`config.mk`:
```
export PLATFORM = sky130hd
export DESIGN_NAME = tank_move_arbiter
export DESIGN_NICKNAME = d
export VERILOG_FILES = /design/src/rtl/tank_pkg.sv /design/src/rtl/tank_target_calc.sv /design/src/rtl/tank_move_arbiter.sv
export SDC_FILE = /design/constraint.sdc
export NUM_CORES = 1
export LEC_CHECK = 0
export CORE_AREA = 3 3 111 113
export DETAILED_ROUTE_END_ITERATION = 8
export DIE_AREA = 0 0 114 116
export SKIP_CTS_REPAIR_TIMING = 1
export SLEW_MARGIN = 25
export SYNTH_ARGS = -nofsm -noshare
export SYNTH_HDL_FRONTEND = slang
export SYNTH_SLANG_ARGS = --single-unit
```
`constraint.sdc`:
```
create_clock -name Clk -period 3.16 [get_ports Clk]
set_input_delay 0.316 -clock Clk [delete_from_list [all_inputs] [get_ports Clk]]
set_output_delay 0.316 -clock Clk [all_outputs]
set_load 0.005 [all_outputs]
```
`src/rtl/tank_pkg.sv`:
```
`default_nettype none
// +-------------------------------------------------------------------------+
// | tank_pkg                                                                |
// | Shared types and helpers for the tank move arbiter.                     |
// | Rev 1.0 - initial release                                               |
// +-------------------------------------------------------------------------+
package tank_pkg;

  localparam int MAP_W_DEFAULT = 20;
  localparam int MAP_H_DEFAULT = 15;

  typedef enum logic [2:0] {
    DIR_NONE  = 3'd0,
    DIR_UP    = 3'd1,
    DIR_DOWN  = 3'd2,
    DIR_LEFT  = 3'd3,
    DIR_RIGHT = 3'd4
  } dir_t;

  typedef enum logic [2:0] {
    S_IDLE    = 3'd0,
    S_RD0     = 3'd1,
    S_RD1     = 3'd2,
    S_RESOLVE = 3'd3,
    S_COMMIT  = 3'd4
  } arb_state_t;

  function automatic logic [8:0] tile_idx(input logic [4:0] x, input logic [3:0] y,
                                          input int unsigned map_w);
    return 9'(32'(y) * map_w + 32'(x));
  endfunction

endpackage
`default_nettype wire

```
`src/rtl/tank_target_calc.sv`:
```
`default_nettype none
// +-------------------------------------------------------------------------+
// | tank_target_calc                                                        |
// | Combinational next-tile step and map bounds check for one tank.         |
// | Rev 1.0 - initial release                                               |
// +-------------------------------------------------------------------------+
module tank_target_calc
  import tank_pkg::*;
#(
  parameter int MAP_W = MAP_W_DEFAULT,
  parameter int MAP_H = MAP_H_DEFAULT
) (
  input  logic [4:0] cur_x,
  input  logic [3:0] cur_y,
  input  logic [2:0] dir,
  output logic [4:0] tgt_x,
  output logic [3:0] tgt_y,
  output logic       req,
  output logic       valid
);

  localparam logic [5:0] X_LIM = 6'(MAP_W);
  localparam logic [4:0] Y_LIM = 5'(MAP_H);

  logic [5:0] x_inc;
  logic [4:0] y_inc;
  logic [4:0] step_x;
  logic [3:0] step_y;

  always_comb begin
    x_inc  = {1'b0, cur_x} + 6'd1;
    y_inc  = {1'b0, cur_y} + 5'd1;
    step_x = cur_x;
    step_y = cur_y;
    req    = 1'b1;
    valid  = 1'b0;
    case (dir)
      DIR_UP: begin
        valid  = (cur_y != 4'd0);
        step_y = cur_y - 4'd1;
      end
      DIR_DOWN: begin
        valid  = (y_inc < Y_LIM);
        step_y = y_inc[3:0];
      end
      DIR_LEFT: begin
        valid  = (cur_x != 5'd0);
        step_x = cur_x - 5'd1;
      end
      DIR_RIGHT: begin
        valid  = (x_inc < X_LIM);
        step_x = x_inc[4:0];
      end
      default: req = 1'b0;
    endcase
    // An unusable target collapses onto the current tile
    tgt_x = valid ? step_x : cur_x;
    tgt_y = valid ? step_y : cur_y;
  end

endmodule
`default_nettype wire

```
`src/rtl/tank_move_arbiter.sv`:
```
`default_nettype none
// +-------------------------------------------------------------------------+
// | tank_move_arbiter                                                       |
// | Per-frame two-tank move scheduler with wall/tank conflict resolution.   |
// | Optional macro TANK_ARB_FAIR_EN: alternating same-target priority.      |
// | Rev 1.0 - initial release                                               |
// +-------------------------------------------------------------------------+
module tank_move_arbiter
  import tank_pkg::*;
#(
  parameter int MAP_W = MAP_W_DEFAULT,
  parameter int MAP_H = MAP_H_DEFAULT,
  parameter int P0_X0 = 1,
  parameter int P0_Y0 = 13,
  parameter int P1_X0 = 18,
  parameter int P1_Y0 = 1
) (
  input  logic       Clk,
  input  logic       Reset,
  input  logic       frame_tick,
  input  logic [2:0] dir0,
  input  logic [2:0] dir1,
  output logic       map_rd,
  output logic [8:0] map_addr,
  input  logic [1:0] map_data,
  output logic [4:0] tank0_x,
  output logic [3:0] tank0_y,
  output logic [4:0] tank1_x,
  output logic [3:0] tank1_y,
  output logic [1:0] blocked,
  output logic       done,
  output logic       busy
);

  arb_state_t state_q, state_d;
  logic [4:0] pos0_x_q, pos0_x_d, pos1_x_q, pos1_x_d;
  logic [3:0] pos0_y_q, pos0_y_d, pos1_y_q, pos1_y_d;
  logic [4:0] tgt0_x_q, tgt0_x_d, tgt1_x_q, tgt1_x_d;
  logic [3:0] tgt0_y_q, tgt0_y_d, tgt1_y_q, tgt1_y_d;
  logic       req0_q, req0_d, req1_q, req1_d;
  logic       val0_q, val0_d, val1_q, val1_d;
  logic       wall0_q, wall0_d;
  logic       mv0_q, mv0_d, mv1_q, mv1_d;
  logic [1:0] blocked_q, blocked_d;
  logic       done_q, done_d;

  logic [4:0] c0_x, c1_x;
  logic [3:0] c0_y, c1_y;
  logic       c0_req, c1_req, c0_val, c1_val;

  logic       prio;
  logic       legal0, legal1, swap, contest, win0, win1, occ0, occ1;

  tank_target_calc #(.MAP_W(MAP_W), .MAP_H(MAP_H)) u_calc0 (
    .cur_x(pos0_x_q), .cur_y(pos0_y_q), .dir(dir0),
    .tgt_x(c0_x), .tgt_y(c0_y), .req(c0_req), .valid(c0_val)
  );

  tank_target_calc #(.MAP_W(MAP_W), .MAP_H(MAP_H)) u_calc1 (
    .cur_x(pos1_x_q), .cur_y(pos1_y_q), .dir(dir1),
    .tgt_x(c1_x), .tgt_y(c1_y), .req(c1_req), .valid(c1_val)
  );

  // map_data holds wall1 only while in RESOLVE; the results are used only there
  always_comb begin
    legal0  = val0_q & ~wall0_q;
    legal1  = val1_q & ~(|map_data);
    swap    = ({tgt0_x_q, tgt0_y_q} == {pos1_x_q, pos1_y_q}) &&
              ({tgt1_x_q, tgt1_y_q} == {pos0_x_q, pos0_y_q});
    contest = legal0 & legal1 & ({tgt0_x_q, tgt0_y_q} == {tgt1_x_q, tgt1_y_q});
    win0    = legal0 & ~swap & ~(contest & prio);
    win1    = legal1 & ~swap & ~(contest & ~prio);
    occ0    = ({tgt0_x_q, tgt0_y_q} == {pos1_x_q, pos1_y_q}) & ~win1;
    occ1    = ({tgt1_x_q, tgt1_y_q} == {pos0_x_q, pos0_y_q}) & ~win0;
  end

`ifdef TANK_ARB_FAIR_EN
  logic prio_q, prio_d;

  always_comb begin
    prio_d = prio_q ^ ((state_q == S_RESOLVE) & contest);
  end

  always_ff @(posedge Clk or posedge Reset) begin
    if (Reset) begin
      prio_q <= 1'b0;
    end else begin
      prio_q <= prio_d;
    end
  end

  assign prio = prio_q;
`else
  assign prio = 1'b0;
`endif

  always_comb begin
    state_d   = state_q;
    pos0_x_d  = pos0_x_q;
    pos0_y_d  = pos0_y_q;
    pos1_x_d  = pos1_x_q;
    pos1_y_d  = pos1_y_q;
    tgt0_x_d  = tgt0_x_q;
    tgt0_y_d  = tgt0_y_q;
    tgt1_x_d  = tgt1_x_q;
    tgt1_y_d  = tgt1_y_q;
    req0_d    = req0_q;
    req1_d    = req1_q;
    val0_d    = val0_q;
    val1_d    = val1_q;
    wall0_d   = wall0_q;
    mv0_d     = mv0_q;
    mv1_d     = mv1_q;
    blocked_d = blocked_q;
    done_d    = 1'b0;
    map_rd    = 1'b0;
    map_addr  = '0;
    case (state_q)
      S_IDLE: begin
        if (frame_tick) begin
          tgt0_x_d = c0_x;
          tgt0_y_d = c0_y;
          tgt1_x_d = c1_x;
          tgt1_y_d = c1_y;
          req0_d   = c0_req;
          req1_d   = c1_req;
          val0_d   = c0_val;
          val1_d   = c1_val;
          state_d  = S_RD0;
        end
      end
      S_RD0: begin
        map_rd   = 1'b1;
        map_addr = tile_idx(tgt0_x_q, tgt0_y_q, MAP_W);
        state_d  = S_RD1;
      end
      S_RD1: begin
        wall0_d  = |map_data;
        map_rd   = 1'b1;
        map_addr = tile_idx(tgt1_x_q, tgt1_y_q, MAP_W);
        state_d  = S_RESOLVE;
      end
      S_RESOLVE: begin
        mv0_d   = win0 & ~occ0;
        mv1_d   = win1 & ~occ1;
        state_d = S_COMMIT;
      end
      S_COMMIT: begin
        if (mv0_q) begin
          pos0_x_d = tgt0_x_q;
          pos0_y_d = tgt0_y_q;
        end
        if (mv1_q) begin
          pos1_x_d = tgt1_x_q;
          pos1_y_d = tgt1_y_q;
        end
        blocked_d = {req1_q & ~mv1_q, req0_q & ~mv0_q};
        done_d    = 1'b1;
        state_d   = S_IDLE;
      end
      default: state_d = S_IDLE;
    endcase
  end

  always_ff @(posedge Clk or posedge Reset) begin
    if (Reset) begin
      state_q   <= S_IDLE;
      pos0_x_q  <= 5'(P0_X0);
      pos0_y_q  <= 4'(P0_Y0);
      pos1_x_q  <= 5'(P1_X0);
      pos1_y_q  <= 4'(P1_Y0);
      tgt0_x_q  <= '0;
      tgt0_y_q  <= '0;
      tgt1_x_q  <= '0;
      tgt1_y_q  <= '0;
      req0_q    <= 1'b0;
      req1_q    <= 1'b0;
      val0_q    <= 1'b0;
      val1_q    <= 1'b0;
      wall0_q   <= 1'b0;
      mv0_q     <= 1'b0;
      mv1_q     <= 1'b0;
      blocked_q <= '0;
      done_q    <= 1'b0;
    end else begin
      state_q   <= state_d;
      pos0_x_q  <= pos0_x_d;
      pos0_y_q  <= pos0_y_d;
      pos1_x_q  <= pos1_x_d;
      pos1_y_q  <= pos1_y_d;
      tgt0_x_q  <= tgt0_x_d;
      tgt0_y_q  <= tgt0_y_d;
      tgt1_x_q  <= tgt1_x_d;
      tgt1_y_q  <= tgt1_y_d;
      req0_q    <= req0_d;
      req1_q    <= req1_d;
      val0_q    <= val0_d;
      val1_q    <= val1_d;
      wall0_q   <= wall0_d;
      mv0_q     <= mv0_d;
      mv1_q     <= mv1_d;
      blocked_q <= blocked_d;
      done_q    <= done_d;
    end
  end

  assign tank0_x = pos0_x_q;
  assign tank0_y = pos0_y_q;
  assign tank1_x = pos1_x_q;
  assign tank1_y = pos1_y_q;
  assign blocked = blocked_q;
  assign done    = done_q;
  assign busy    = (state_q != S_IDLE);

endmodule
`default_nettype wire

```
==> qor.yml <==
cts:
  numClockSinks: 49
  cts_tree: "done"
  clk_pin_slew_ns: 0.06
  cts-root-buf: "clkbuf_16"
  clk_latency_ns: 0.29
  cts_buffer_depth: 2
  cts-buffers-inserted: 5
  htreeDepth: 2
global_routing:
  grt_pass1_vias: 3430
  use_met3_pct: 1.83
  busiest_layer: "met2"
  grt_start_max_net_pins: 50
  overflow: 0
  grt_usage_pct: 16.1
  use_met1_pct: 21.4
  grt_use_met2_pct: 27.9
  antenna_found_initial: 0
  grt_first_pass_wirelength_um: 17300
drt:
  ant_nets: 0
  drc: 0
  wl_per_cell_um: 16.8
  vias_per_cell: 5.55
  drtIter0Drc: 214
  routed_wl_um: 10400
  dr_total_vias: 3456
  first_pass_iters: 4
timing:
  hold_viol: 0
  max_freq_mhz: 333
  tightest_slew_ns: 0.864
  fin_crit_sh_pct: 95.1
  finalSetupTns_ns: 0
  relSlewSlack_pct: 42.4
  min_period_ns: 3.00
  drv_slew: 0
  hold-worst-slack_ns: 0.470
  setup_viol: 0
  fin_skew_ns: 0.00859
die:
  dieWidth_um: 114
  core_um2: 11400
  pin_count: 43
  dieArea_um2: 13200
  die_h_um: 116
  rows: 39
  start_util_pct: 34.5
yosys:
  yosys.area.top_type: "dfrtp_1"
  ys_ff_latch: 49
  syn-instance-count: 447
  synth_most_common_cell: "nand2_1"
  syn_nets: 486
  synth_top_cell_area_share_pct: 26.7
  synthTopCellsByArea: "dfrtp_1 27%, ha_1 7.6%, nand2_1 5.6%"
  synth_sequential_area_ratio_pct: 31.3
  synth_ff_type: "dfrtp_1"
  yosysUniqueCellTypes: 69
  synth_common_cells: "59 x nand2_1, 42 x dfrtp_1, 30 x nor2_1"
  synthesis.area_um2: 3940
  avgSynthCellArea_um2: 8.82
  ys_warn_count: 0
  synth_edf_count: 0
  ys_async_sr_fraction_pct: 100
layout:
  fin_nets: 519
  final_area_um2: 4670
  n_antenna_cell: 0
  areaGrowthSynthToFinish_pct: 18.5
  drive_gt1_share_pct: 11.7
hold_path:
  hold_class: "reg -> reg"
setup_path:
  crit_arrival_ns: 2.69
  timing_worst_setup_path_type: "reg -> out"
  required_ns: 2.84
  crit_path_end_kind: "output pin"
  cp-start-kind: "flip-flop"
  cp_max_fo: 5
job:
  drv_cap: 0
power_and_ir_drop:
  ir_drop_uv: 486
  design_power_total_uw: 3900
  power_density_nw_per_um2: 836
  p_leak_uw: 0.00197
place:
  io_buffers: 42
  detailed_place_hpwl_um: 7780
  place_area_um2: 4500
  gp_congestion: 0.853
outcome:
  status: "completed"
-- power by group --
part           internal, uW  switching (uW)  total, uW
Sequential              865             386       1250
Clock                   311             232        543
Combinational          1070            1040       2110
-- cell usage in the layout (no fill, tap or decap), types with 3 or more instances in the layout --
cell,instances
nand3_1,7
nand3b_1,6
ha_1,24
or3b_2,5
a221o_1,5
dfrtp_1,41
buf_4,9
a22o_1,4
and2_1,3
o21ai_1,5
dfstp_2,7
nor3b_1,5
mux2_2,8
a22oi_1,4
inv_1,14
nor2b_1,4
a32oi_1,4
xor2_1,19
a221oi_1,3
clkbuf_16,5
xnor2_1,20
nand2_1,59
a21o_1,7
nor2_1,30
and3_1,3
a31oi_1,13
fa_1,4
nor3_1,8
o221ai_1,4
o21ai_0,18
nand4_1,8
a21oi_1,18
clkdlybuf4s50_1,40
o22ai_1,11
a211o_1,3
-- area by class of cell --
type | instances | area [um^2]
Clock buffer | 6 | 139
Clock inverter | 1 | 7.51
Fill cell | 1156 | 6750
Inverter | 15 | 57.6
Multi-Input combinational cell | 358 | 2560
Sequential cell | 49 | 1240
Tap cell | 143 | 179
Timing Repair Buffer | 51 | 493
-- cell families (layout without fill, tap and decap cells) --
group,count (synthesis),count (layout),share of synthesized area [%]
AO/OA/AOI/OAI,123,123,22.8
XOR/XNOR,39,39,8.67
adder cells (fa/ha/maj),29,29,9.90
buffers and inverters,40,73,4.03
flip-flops,49,49,31.3
multiplexers,10,10,2.92
AND/OR/NAND/NOR,157,157,20.3
-- registers in the layout, indices dropped and copies added (netlist names), 2 cells and up --
signal and cells:
tank0_x 5, tank1_x 5, tgt0_x_q 5, tgt1_x_q 5
tank0_y 4, tank1_y 4, tgt0_y_q 4, tgt1_y_q 4
state_q 3, blocked 2
-- metrics by stage --
stage | worst slack (ns) | util, % | instances
after floorplan | 0.721 | - | 447
after global placement | 0.276 | 39.4 | 615
after detailed placement | 0.233 | 39.4 | 615
after CTS | -0.0789 | 40.7 | 622
after global routing | -0.0102 | 40.9 | 623
final | 0.156 | 40.9 | 623
-- worst max-delay path: stages (launching register included) --
cell	delay (ns)
dfrtp_1	0.38
buf_4	0.16
ha_1	0.21
fa_1	0.42
a21oi_1	0.32
nor2b_1	0.10
xnor2_1	0.14
o22ai_1	0.14
clkdlybuf4s50_1	0.53
-- routing by layer --
layer	wire, um	up-vias
li1	-	1704
met1	4880	1686
met2	5140	54
met3	239	12
met4	195	0
met5	0	-
-- path summary, 6_finish.rpt --
check	end	from	slack [ns]	depth (start not counted)
setup / recovery	map_addr[6]	tgt0_y_q[0]	0.16	8
hold / removal	blocked[0]	blocked[0]	0.47	2
setup reg to reg	tgt0_y_q[3]	tank0_y[0]	0.64	7
hold reg to reg	blocked[0]	blocked[0]	0.47	2
max in group asynchronous	tgt1_y_q[0]	Reset	2.09	2
min in group asynchronous	tank0_y[1]	Reset	0.51	2
(Power assumes the default switching activity.)
==> variant: new RTL, same settings <==
Re-encode `arb_state_t` (5 states) as one-hot, 5 bits wide.
--- a/src/rtl/tank_pkg.sv
+++ b/src/rtl/tank_pkg.sv
@@ -17,12 +17,12 @@
     DIR_RIGHT = 3'd4
   } dir_t;
 
-  typedef enum logic [2:0] {
-    S_IDLE    = 3'd0,
-    S_RD0     = 3'd1,
-    S_RD1     = 3'd2,
-    S_RESOLVE = 3'd3,
-    S_COMMIT  = 3'd4
+  typedef enum logic [4:0] {
+    S_IDLE    = 5'b00001,
+    S_RD0     = 5'b00010,
+    S_RD1     = 5'b00100,
+    S_RESOLVE = 5'b01000,
+    S_COMMIT  = 5'b10000
   } arb_state_t;
 
   function automatic logic [8:0] tile_idx(input logic [4:0] x, input logic [3:0] y,
Formal check against the unedited RTL: same outputs for any inputs over 10 cycles, from zero or initial values and one cycle with Reset high; not proved beyond that.
==> variant against the unedited design <==
Cell area up 1.8%; clock skew down 2.4 ps; power down 20%; worst setup slack worse by 64 ps; synthesized area up 1.5%; sequential cell count up 2; wire length up 0.56%; final cell count down 1.3%.
==> variant: results (changes against the unedited design) <==
- Rel. slew slack: 42.87% (+0.46 points)
- WP data arrival: 2750 ps (+60 ps)
- Vias in the first global route: 3310 (-3.5%)
- Synth area leaders: dfrtp_1 (27%), ha_1 (7.5%), xor2_1 (6.4%)
- Distinct cells, synth: 66 (-4.3%)
- Vias per Instance: 5.548 (about the same)
- Final Wtd Congestion: 0.8609 (+0.99%)
- Worst Skew: 6.169 ps (-2.420 ps)
- Met3 WL: 444 um (+86%)
- Area post-placement: 4554 sq um (+1.3%)
- Status: finished clean
- Met1 WL: 5033 um (+3.2%)
- Largest net degree at the start of global routing: 42 (-16%)
- CTS H-tree lvls: 2 (unchanged)
- Synth Net Count: 472 (-2.9%)
- Final HPWL DP: 7872 um (+1.2%)
- Grt met3 use: 3.081% (+1.3 points)
- Dpl cells: 604 (-1.8%)
- CP Max Fanout: 6 (+1)
- Slowest-stage cell, CP: fa_1
- Met2 usage: 26.46% (-1.4 points)
- DR iter-0 viols: 207 (-3.3%)
- Final Non-Filler Cells: 615 (-1.3%)
- Clk_lat worst skew: 290 ps (about the same)
- Leak pwr: 2.162 nW (+9.9%)
- Met1 Use GR: 22.24% (+0.80 points)
- CP max stage delay: 550 ps (+20 ps)
- Post-place setup slack: 186.4 ps (-46.87 ps)
- Sequential area share after synthesis: 32.17% (+0.83 points)
- First-pass GRT wire length: 17200 um (-0.72%)
- Nets@finish: 510 (-1.7%)
- Avg Synthesized Cell Area: 9.235 sq um (+4.7%)
- Fraction of layout cells with a size suffix above 1: 13.98% (+2.3 points)
- Max VDD drop: 0.0004157 V (-15%)
- Synth top cells by count: nand2_1 (46), dfrtp_1 (43), xor2_1 (29)
- Post-DR wirelength/cell: 17.09 um (+1.9%)
-- variant: cell types whose count changed after synthesis, sizes merged, moves of 6 or more --
cell / change
xnor2: -8
a21oi: +7
clkbuf: -7
inv: +6
nand4: -6
nand2: -13
xor2: +10
mux2: +8
a31oi: -7
-- variant: power breakdown --
part / switching (W) / internal [W] / leakage (nW)
clock: 0.000238 / 0.000394 / 0.0868
sequential: 0.000248 / 0.000828 / 0.650
combinational: 0.000765 / 0.000651 / 1.42
-- variant: critical path: cells and delay by family, from the launching register on --
family                     cells  cell delay [ps]
and+or+nand+nor                2              180
xor gates and xnor gates       1               80
buffers and inverters          1              530
DFF                            1              450
adders and majority gates      3             1060
AOI/OAI and AO/OA              1              170
-- variant: worst paths after layout --
check                                 start  cells after the start  slack, ps          end
worst min-delay path             blocked[0]                      2        470   blocked[0]
worst max-delay path            tgt1_y_q[3]                      8         90  map_addr[7]
max in group asynchronous             Reset                      3       1920   tank1_x[1]
worst max register to register   tank0_y[0]                      7        820  tgt0_x_q[3]
min in group asynchronous             Reset                      2        530         done
worst min register to register   blocked[0]                      2        470   blocked[0]
-- variant: area by class of cell --
| type | count | area [sq um] |
|---|---|---|
| flip-flops and latches | 51 | 1289 |
| repair buffers | 54 | 513.0 |
| multi-input cells | 338 | 2522 |
| clock buffers | 6 | 138.9 |
| inverters | 21 | 78.83 |
| well taps | 143 | 178.9 |
| fillers | 1140 | 6663 |
| clock inverters | 2 | 35.03 |
-- variant: cell families after synthesis --
family / count (synthesis) / synth area share (%)
mux: 19 / 5.288
buf+inv: 44 / 4.756
flops: 51 / 32.17
xor+xnor: 41 / 8.980
compound gates: 123 / 22.72
simple gates: 127 / 16.58
fa+ha+maj: 28 / 9.512
